File: config.mk
export PLATFORM = sky130hd
export DESIGN_NAME = mem_loader
export DESIGN_NICKNAME = d
export VERILOG_FILES = /design/src/rtl/mem_loader.sv
export SDC_FILE = /design/constraint.sdc
export NUM_CORES = 1
export LEC_CHECK = 0
export CAP_MARGIN = 0
export CELL_PAD_IN_SITES_DETAIL_PLACEMENT = 0
export CELL_PAD_IN_SITES_GLOBAL_PLACEMENT = 1
export CORE_UTILIZATION = 32
export CTS_BUF_LIST = sky130_fd_sc_hd__clkbuf_2 sky130_fd_sc_hd__clkbuf_4 sky130_fd_sc_hd__clkbuf_8
export DETAILED_ROUTE_END_ITERATION = 10
export PLACE_DENSITY_LB_ADDON = 0.1
export SLEW_MARGIN = 15
export SYNTH_ARGS = -nofsm -noshare
export SYNTH_HDL_FRONTEND = slang
export SYNTH_SLANG_ARGS = --single-unit
File: constraint.sdc
create_clock -name MClock -period 1.4 [get_ports MClock]
set_input_delay 0.14 -clock MClock [delete_from_list [all_inputs] [get_ports MClock]]
set_output_delay 0.14 -clock MClock [all_outputs]
set_load 0.005 [all_outputs]
File: src/rtl/mem_loader.sv
// Write-side front end for the instruction memory: captures switch words on Wr key edges
// and writes them at sequential addresses. Optional checksum output under MEM_LOADER_CHECKSUM_EN.
module mem_loader #(
  parameter int ADDR_W = 5,
  parameter int DATA_W = 16,
  parameter int DEPTH  = 32
) (
  input  logic              MClock,
  input  logic              Reset,
  input  logic              Wr,
  input  logic              Finish,
  input  logic [DATA_W-1:0] DIn,
  output logic [ADDR_W-1:0] Addr,
  output logic [DATA_W-1:0] DOut,
  output logic              WrEn,
  output logic [ADDR_W:0]   Count,
  output logic              Loaded,
`ifdef MEM_LOADER_CHECKSUM_EN
  output logic [DATA_W-1:0] Sum,
`endif
  output logic [1:0]        DbgState
);

  typedef enum logic [1:0] {
    S_IDLE  = 2'd0,
    S_WRITE = 2'd1,
    S_DONE  = 2'd2
  } state_t;

  localparam logic [ADDR_W:0] LP_DEPTH = (ADDR_W+1)'(DEPTH);

  state_t              r_state, w_next_state;
  logic                r_wr_q, r_finish_q;
  logic [ADDR_W-1:0]   r_addr, w_addr;
  logic [DATA_W-1:0]   r_dout, w_dout;
  logic                r_wren, w_wren;
  logic [ADDR_W:0]     r_count, w_count;
  logic                r_loaded, w_loaded;
  logic                r_pend, w_pend;
  logic [DATA_W-1:0]   r_sum, w_sum;
  logic                w_wr_edge, w_fin_edge;

  assign w_wr_edge  = Wr & ~r_wr_q;
  assign w_fin_edge = Finish & ~r_finish_q;

  always_comb begin
    w_next_state = r_state;
    w_addr       = r_addr;
    w_dout       = r_dout;
    w_wren       = 1'b0;
    w_count      = r_count;
    w_loaded     = r_loaded;
    w_pend       = r_pend;
    w_sum        = r_sum;
    case (r_state)
      S_IDLE: begin
        // A write wins over a simultaneous finish; the finish is remembered.
        if (w_wr_edge) begin
          w_dout       = DIn;
          w_wren       = 1'b1;
          w_pend       = r_pend | w_fin_edge;
          w_next_state = S_WRITE;
        end else if (w_fin_edge) begin
          w_next_state = S_DONE;
        end
      end
      S_WRITE: begin
        w_addr  = r_addr + ADDR_W'(1);
        w_count = r_count + (ADDR_W+1)'(1);
        w_sum   = r_sum + r_dout;
        w_pend  = r_pend | w_fin_edge;
        if ((w_count == LP_DEPTH) || w_pend) w_next_state = S_DONE;
        else                                 w_next_state = S_IDLE;
      end
      S_DONE: begin
        w_addr   = '0;
        w_loaded = 1'b1;
      end
      default: w_next_state = S_IDLE;
    endcase
  end

  // Edge registers reset high so a key held through reset release is not seen as a press.
  always_ff @(posedge MClock) begin
    if (Reset) begin
      r_state    <= S_IDLE;
      r_wr_q     <= 1'b1;
      r_finish_q <= 1'b1;
      r_addr     <= '0;
      r_dout     <= '0;
      r_wren     <= 1'b0;
      r_count    <= '0;
      r_loaded   <= 1'b0;
      r_pend     <= 1'b0;
      r_sum      <= '0;
    end else begin
      r_state    <= w_next_state;
      r_wr_q     <= Wr;
      r_finish_q <= Finish;
      r_addr     <= w_addr;
      r_dout     <= w_dout;
      r_wren     <= w_wren;
      r_count    <= w_count;
      r_loaded   <= w_loaded;
      r_pend     <= w_pend;
      r_sum      <= w_sum;
    end
  end

  assign Addr     = r_addr;
  assign DOut     = r_dout;
  assign WrEn     = r_wren;
  assign Count    = r_count;
  assign Loaded   = r_loaded;
  assign DbgState = r_state;
`ifdef MEM_LOADER_CHECKSUM_EN
  assign Sum      = r_sum;
`else
  logic w_unused_sum;
  assign w_unused_sum = ^r_sum;
`endif

endmodule
[Word-level counts from Yosys, hierarchy flattened]
Index checks and enable logic that the tools add are counted.
Word-level totals
  register bits after elaboration: 34
  bits of input ports: 20
  word-level logic and storage cells: 39
Operators by class
  eq/ne operators: 5
  mux-type cells: 8
  reduce and logical (&&, ||, !) cells: 8
  bitwise logic cells: 7
  $add $sub $neg: 2
Operators with widths (number)
  one-hot mux 5 bit (2 select lines): 1
  adder 6 x 1 -> 6 bit (second input constant): 1
  == test 6 bit (second input constant): 1
  two-way mux 2 bit: 3
  one-hot mux 2 bit (3 select lines): 1
  AND reduction 2 bit: 3
  adder 5 x 1 -> 5 bit (second input constant): 1
  NOT 1 bit: 4
  nonzero test 2 bit: 2
  != test 3 bit (second input constant): 1
  bitwise AND 1 bit: 2
  == test 2 x 1 -> 1 bit (second input constant): 1
  == test 2 bit (second input constant): 1
  zero test 2 bit: 1
  two-way mux 1 bit: 2
  != test 2 bit (second input constant): 1
  one-hot mux 1 bit (2 select lines): 1
  OR reduction 2 bit: 1
  logical OR 1 bit: 1
  OR 1 bit: 1

[Depth between registers and ports, before layout]
  depth after elaboration: 6
  depth in mapped cells: 7
  gate-level depth less buffers: 6

[Least setup slack after synthesis]
No wires, ideal clock.
  path kind: register to register
  start point: register r_state[1] (netlist: DbgState[1])
  end point: register r_addr[3] (netlist: Addr[3])
  slack: 0.077 ns
  path buffers: 1
  cell stages (with the launch flop): 7
  clock period less this slack: 1.323 ns
  data arrival time: 1.206 ns
  setup time: 0.116 ns
  cells stage by stage: dfxtp_1 -> inv_1 -> ha_1 -> clkbuf_1 -> nand4_1 -> xor2_1 -> nor2_1
Between the ends
  word-level cells in the longest chain between the ends: 2
  elaborated cells between the ends (all ways): 4
  those cells by class: eq/ne (2); mux (1); reduce/logical (1)
RTL lines
  start, declared: line 32  | state_t r_state, w_next_state;
  start signal, assigned: line 97  | r_state <= w_next_state;
  == test 2 bit / == test 2 x 1 -> 1 bit (equally long branches): line 55  | case (r_state)
  one-hot mux 5 bit (2 select lines) / nonzero test 2 bit (equally long branches)
  end signal, assigned: line 100  | r_addr <= w_addr;
  end, declared: line 34  | logic [ADDR_W-1:0] r_addr, w_addr;
Several ways; a longest one is shown, not always the timed one.
A chain may end at the register's enable or synchronous reset.

[Worst setup path after layout]
  start point: register r_count[5] (netlist: Count[5])
  end point: output port Count[5]
RTL lines
  start, declared: line 37  | logic [ADDR_W:0] r_count, w_count;
  start signal, assigned: line 103  | r_count <= w_count;
  end, declared: line 16  | output logic [ADDR_W:0] Count,
No word-level cell between the ends.

==> flow_metrics.env <==
export IMPL_outcome="completed"
export IMPL_critPathMaxFanout=5
export IMPL_fin_ws_ps=52.3
export IMPL_synth_edf_count=0
export IMPL_timing_rr_end="Count[5]"
export IMPL_yosys_warnings=0
export IMPL_r2r_start="DbgState[1]"
export IMPL_clock_latency_ps=280
export IMPL_tightest_slew_ps=331
export IMPL_slowest_stage="clkdlybuf4s50_1"
export IMPL_cp_arrival_ps=1210
export IMPL_cts_buffers=5
export IMPL_netlist_instances=154
export IMPL_synth_top_area_share_pct=50.7
export IMPL_syn_avg_cell_area_sq_um=8.71
export IMPL_skew_ps=2.15
export IMPL_synth_fa_ha_area_share_pct=4.66
export IMPL_grt_busiest_layer="met2"
export IMPL_use_met2_pct=23.9
export IMPL_synthArstFlopShare_pct=0
export IMPL_hold_end="DOut[8]"
export IMPL_cts_tree="yes"
export IMPL_drive_gt1_share_pct=14.0
export IMPL_synthDistinctLibCells=30
export IMPL_fin_util_pct=52.1
export IMPL_diodes=0
export IMPL_netlist_area_sq_um=1340
export IMPL_routedWlPerCell_um=11.6
export IMPL_use_met1_pct=18.5
export IMPL_place_hpwl_mm=2.20
export IMPL_cts_buffer_depth=2
export IMPL_synthMuxAreaShare_pct=1.49
export IMPL_die_width_um=66.7
export IMPL_grt_max_degree=17
export IMPL_hold_start="DIn[8]"
export IMPL_max_stage_delay_ps=530
export IMPL_ys_seq_elements=34
export IMPL_overflow=0
export IMPL_post_route_min_period_ps=1350
export IMPL_hold_viol=0
export IMPL_globalRouteTotalUtil_pct=15.1
export IMPL_core_sq_um=4000
export IMPL_viasPerCell=4.63
export IMPL_path_buf_inv=1
export IMPL_slew_headroom_pct=77.9
export IMPL_hold_path_class="input pin to flip-flop"
export IMPL_dpl_instance_area_sq_um=1960
export IMPL_r2r_cells=5
export IMPL_design_area_sq_um=2090
export IMPL_synth_xor_xnor_area_share_pct=5.22
export IMPL_finalCritPeriodShare_pct=96.3
export IMPL_grt_util_met3_pct=4.97
export IMPL_vias=1221
export IMPL_grt_pass1_wl_mm=4.93
export IMPL_synth_most_common_cell="nand2_1"
export IMPL_fin_setup_tns_ps=0
export IMPL_rows=23
export IMPL_synth_compound_area_share_pct=11.0
export IMPL_finalWirelength_mm=3.07
export IMPL_hold_depth=3
export IMPL_post_cts_buffers=0
export IMPL_cts_hold_buf=0
export IMPL_nets=238
export IMPL_grt_pass1_vias=1121
export IMPL_drt_antenna_violating_nets=0
export IMPL_drc=0
export IMPL_power_mw=2.33
export IMPL_worstSetupStartpointType="flip-flop"
export IMPL_peakVddDrop_v=0.000553
export IMPL_path_delay_family="buffers and inverters"
export IMPL_crit_chain="clkdlybuf4s50_1"
export IMPL_maxCapViolations=0
export IMPL_leakage_nw=0.814
export IMPL_clkTransAtPathRegs_ps=70
export IMPL_reg2reg_slack_ps=110
export IMPL_clock_sinks=34
export IMPL_seq_area_frac_synth_pct=50.7
export IMPL_gp_congestion=0.766
export IMPL_start_util_pct=33.5
export IMPL_die_h_um=66.7
export IMPL_root_buffer="clkbuf_8"
export IMPL_slew_violations=0
export IMPL_drt_iter0_markers=40
export IMPL_final_setup_viol_count=0
export IMPL_detail_route_first_pass_iterations=4
export IMPL_timing_fmax_ghz=0.742
export IMPL_die_area_sq_um=4450
export IMPL_pwr_density_cell_nw_per_um2=1120
export IMPL_post_place_ws_ps=-36.0
export IMPL_cp_end_kind="output port"
export IMPL_synth_simple_area_share_pct=22.8
export IMPL_synth_commonest_cells="nand2_1 (35), dfxtp_1 (34), a21oi_1 (19)"
export IMPL_synth_flop_cell="dfxtp_1"
export IMPL_nFillCells=368
export IMPL_antenna_found_initial=0
export IMPL_synthTopCellsByArea="dfxtp_1 (51%), nand2_1 (9.8%), a21oi_1 (7.1%)"
export IMPL_critPathKind="flip-flop to output port"
export IMPL_htreeDepth=2
export IMPL_pin_count=51
export IMPL_synth_top_cell_by_area="dfxtp_1"
export IMPL_area_growth_pct=55.5
export IMPL_syn_nets=179
export IMPL_synth_top_family_by_area="simple AND/OR/NAND/NOR gates"
export IMPL_cp_data_required_time_ps=1260
export IMPL_io_buffers=50
==> flip-flops by register name, indices dropped and copies added, names as in the netlist <==
| register | flops |
|---|---|
| WrEn | 1 |
| r_wr_q | 1 |
| DOut | 16 |
| Loaded | 1 |
| r_finish_q | 1 |
| r_pend | 1 |
| Count | 6 |
| DbgState | 2 |
| Addr | 5 |
==> final cells by class <==
type                            count  area [sq um]  share of cell area [%]
Tap cell                           50          62.6                    3.00
Clock inverter                      1          5.00                   0.240
Multi-Input combinational cell    109           627                    30.1
Inverter                            4          15.0                   0.720
Sequential cell                    34           686                    32.9
Clock buffer                        7          90.1                    4.32
Timing Repair Buffer               59           601                    28.8
==> worst max-delay path by stage <==
stage                      from     endpoint  slack [ps]  depth (start not counted)
floorplan           DbgState[1]      Addr[3]          80                          6
global placement             Wr  DbgState[1]          30                          5
detailed placement           Wr  DbgState[1]         -40                          5
CTS                    Count[0]     Count[0]           9                          2
global route        DbgState[0]  DbgState[1]         -20                          5
finish                 Count[5]     Count[5]          50                          1
==> cells by family (layout without fill, tap and decap cells) <==
family	after synthesis	in the layout
buf+inv	11	71
flops	34	34
fa+ha+maj	5	5
mux	2	2
compound gates	27	27
simple gates	67	67
xor+xnor	8	8
==> through the flow <==
stage,instances,hold slack [ps]
2_1_floorplan,154,247
3_3_place_gp,256,441
3_5_place_dp,256,446
4_1_cts,264,399
5_1_grt,264,413
6_report,264,410
==> where the power goes <==
part           internal (mW)  switching, mW  leakage, nW
clock                  0.416          0.335       0.0517
combinational          0.292          0.213        0.484
sequential              1.03         0.0389        0.278
==> per-layer routing <==
metal	part of all wire (%)	wire length (um)
met1	44	1340
met2	48	1470
met3	7.4	228
met4	1.2	36
met5	0	0
==> layout by cell type (no fill, tap or decap), types with 2 or more instances in the layout <==
master	instances
a21oi_1	19
buf_12	2
buf_4	7
clkbuf_8	6
clkdlybuf4s50_1	47
dfxtp_1	30
dfxtp_2	4
dlymetal6s2s_1	3
ha_1	3
inv_1	4
mux2i_1	2
nand2_1	35
nand2b_1	2
nand4_1	4
nor2_1	16
nor2b_1	2
o21ai_0	3
or2_2	2
xnor2_1	2
xor2_1	6
==> timing repair <==
action	in CTS	in global routing
resized for setup	1	10
endpoints found under the setup margin	1	15
pin swaps	0	2
No activity file was read; power rests on OpenSTA's default activity.
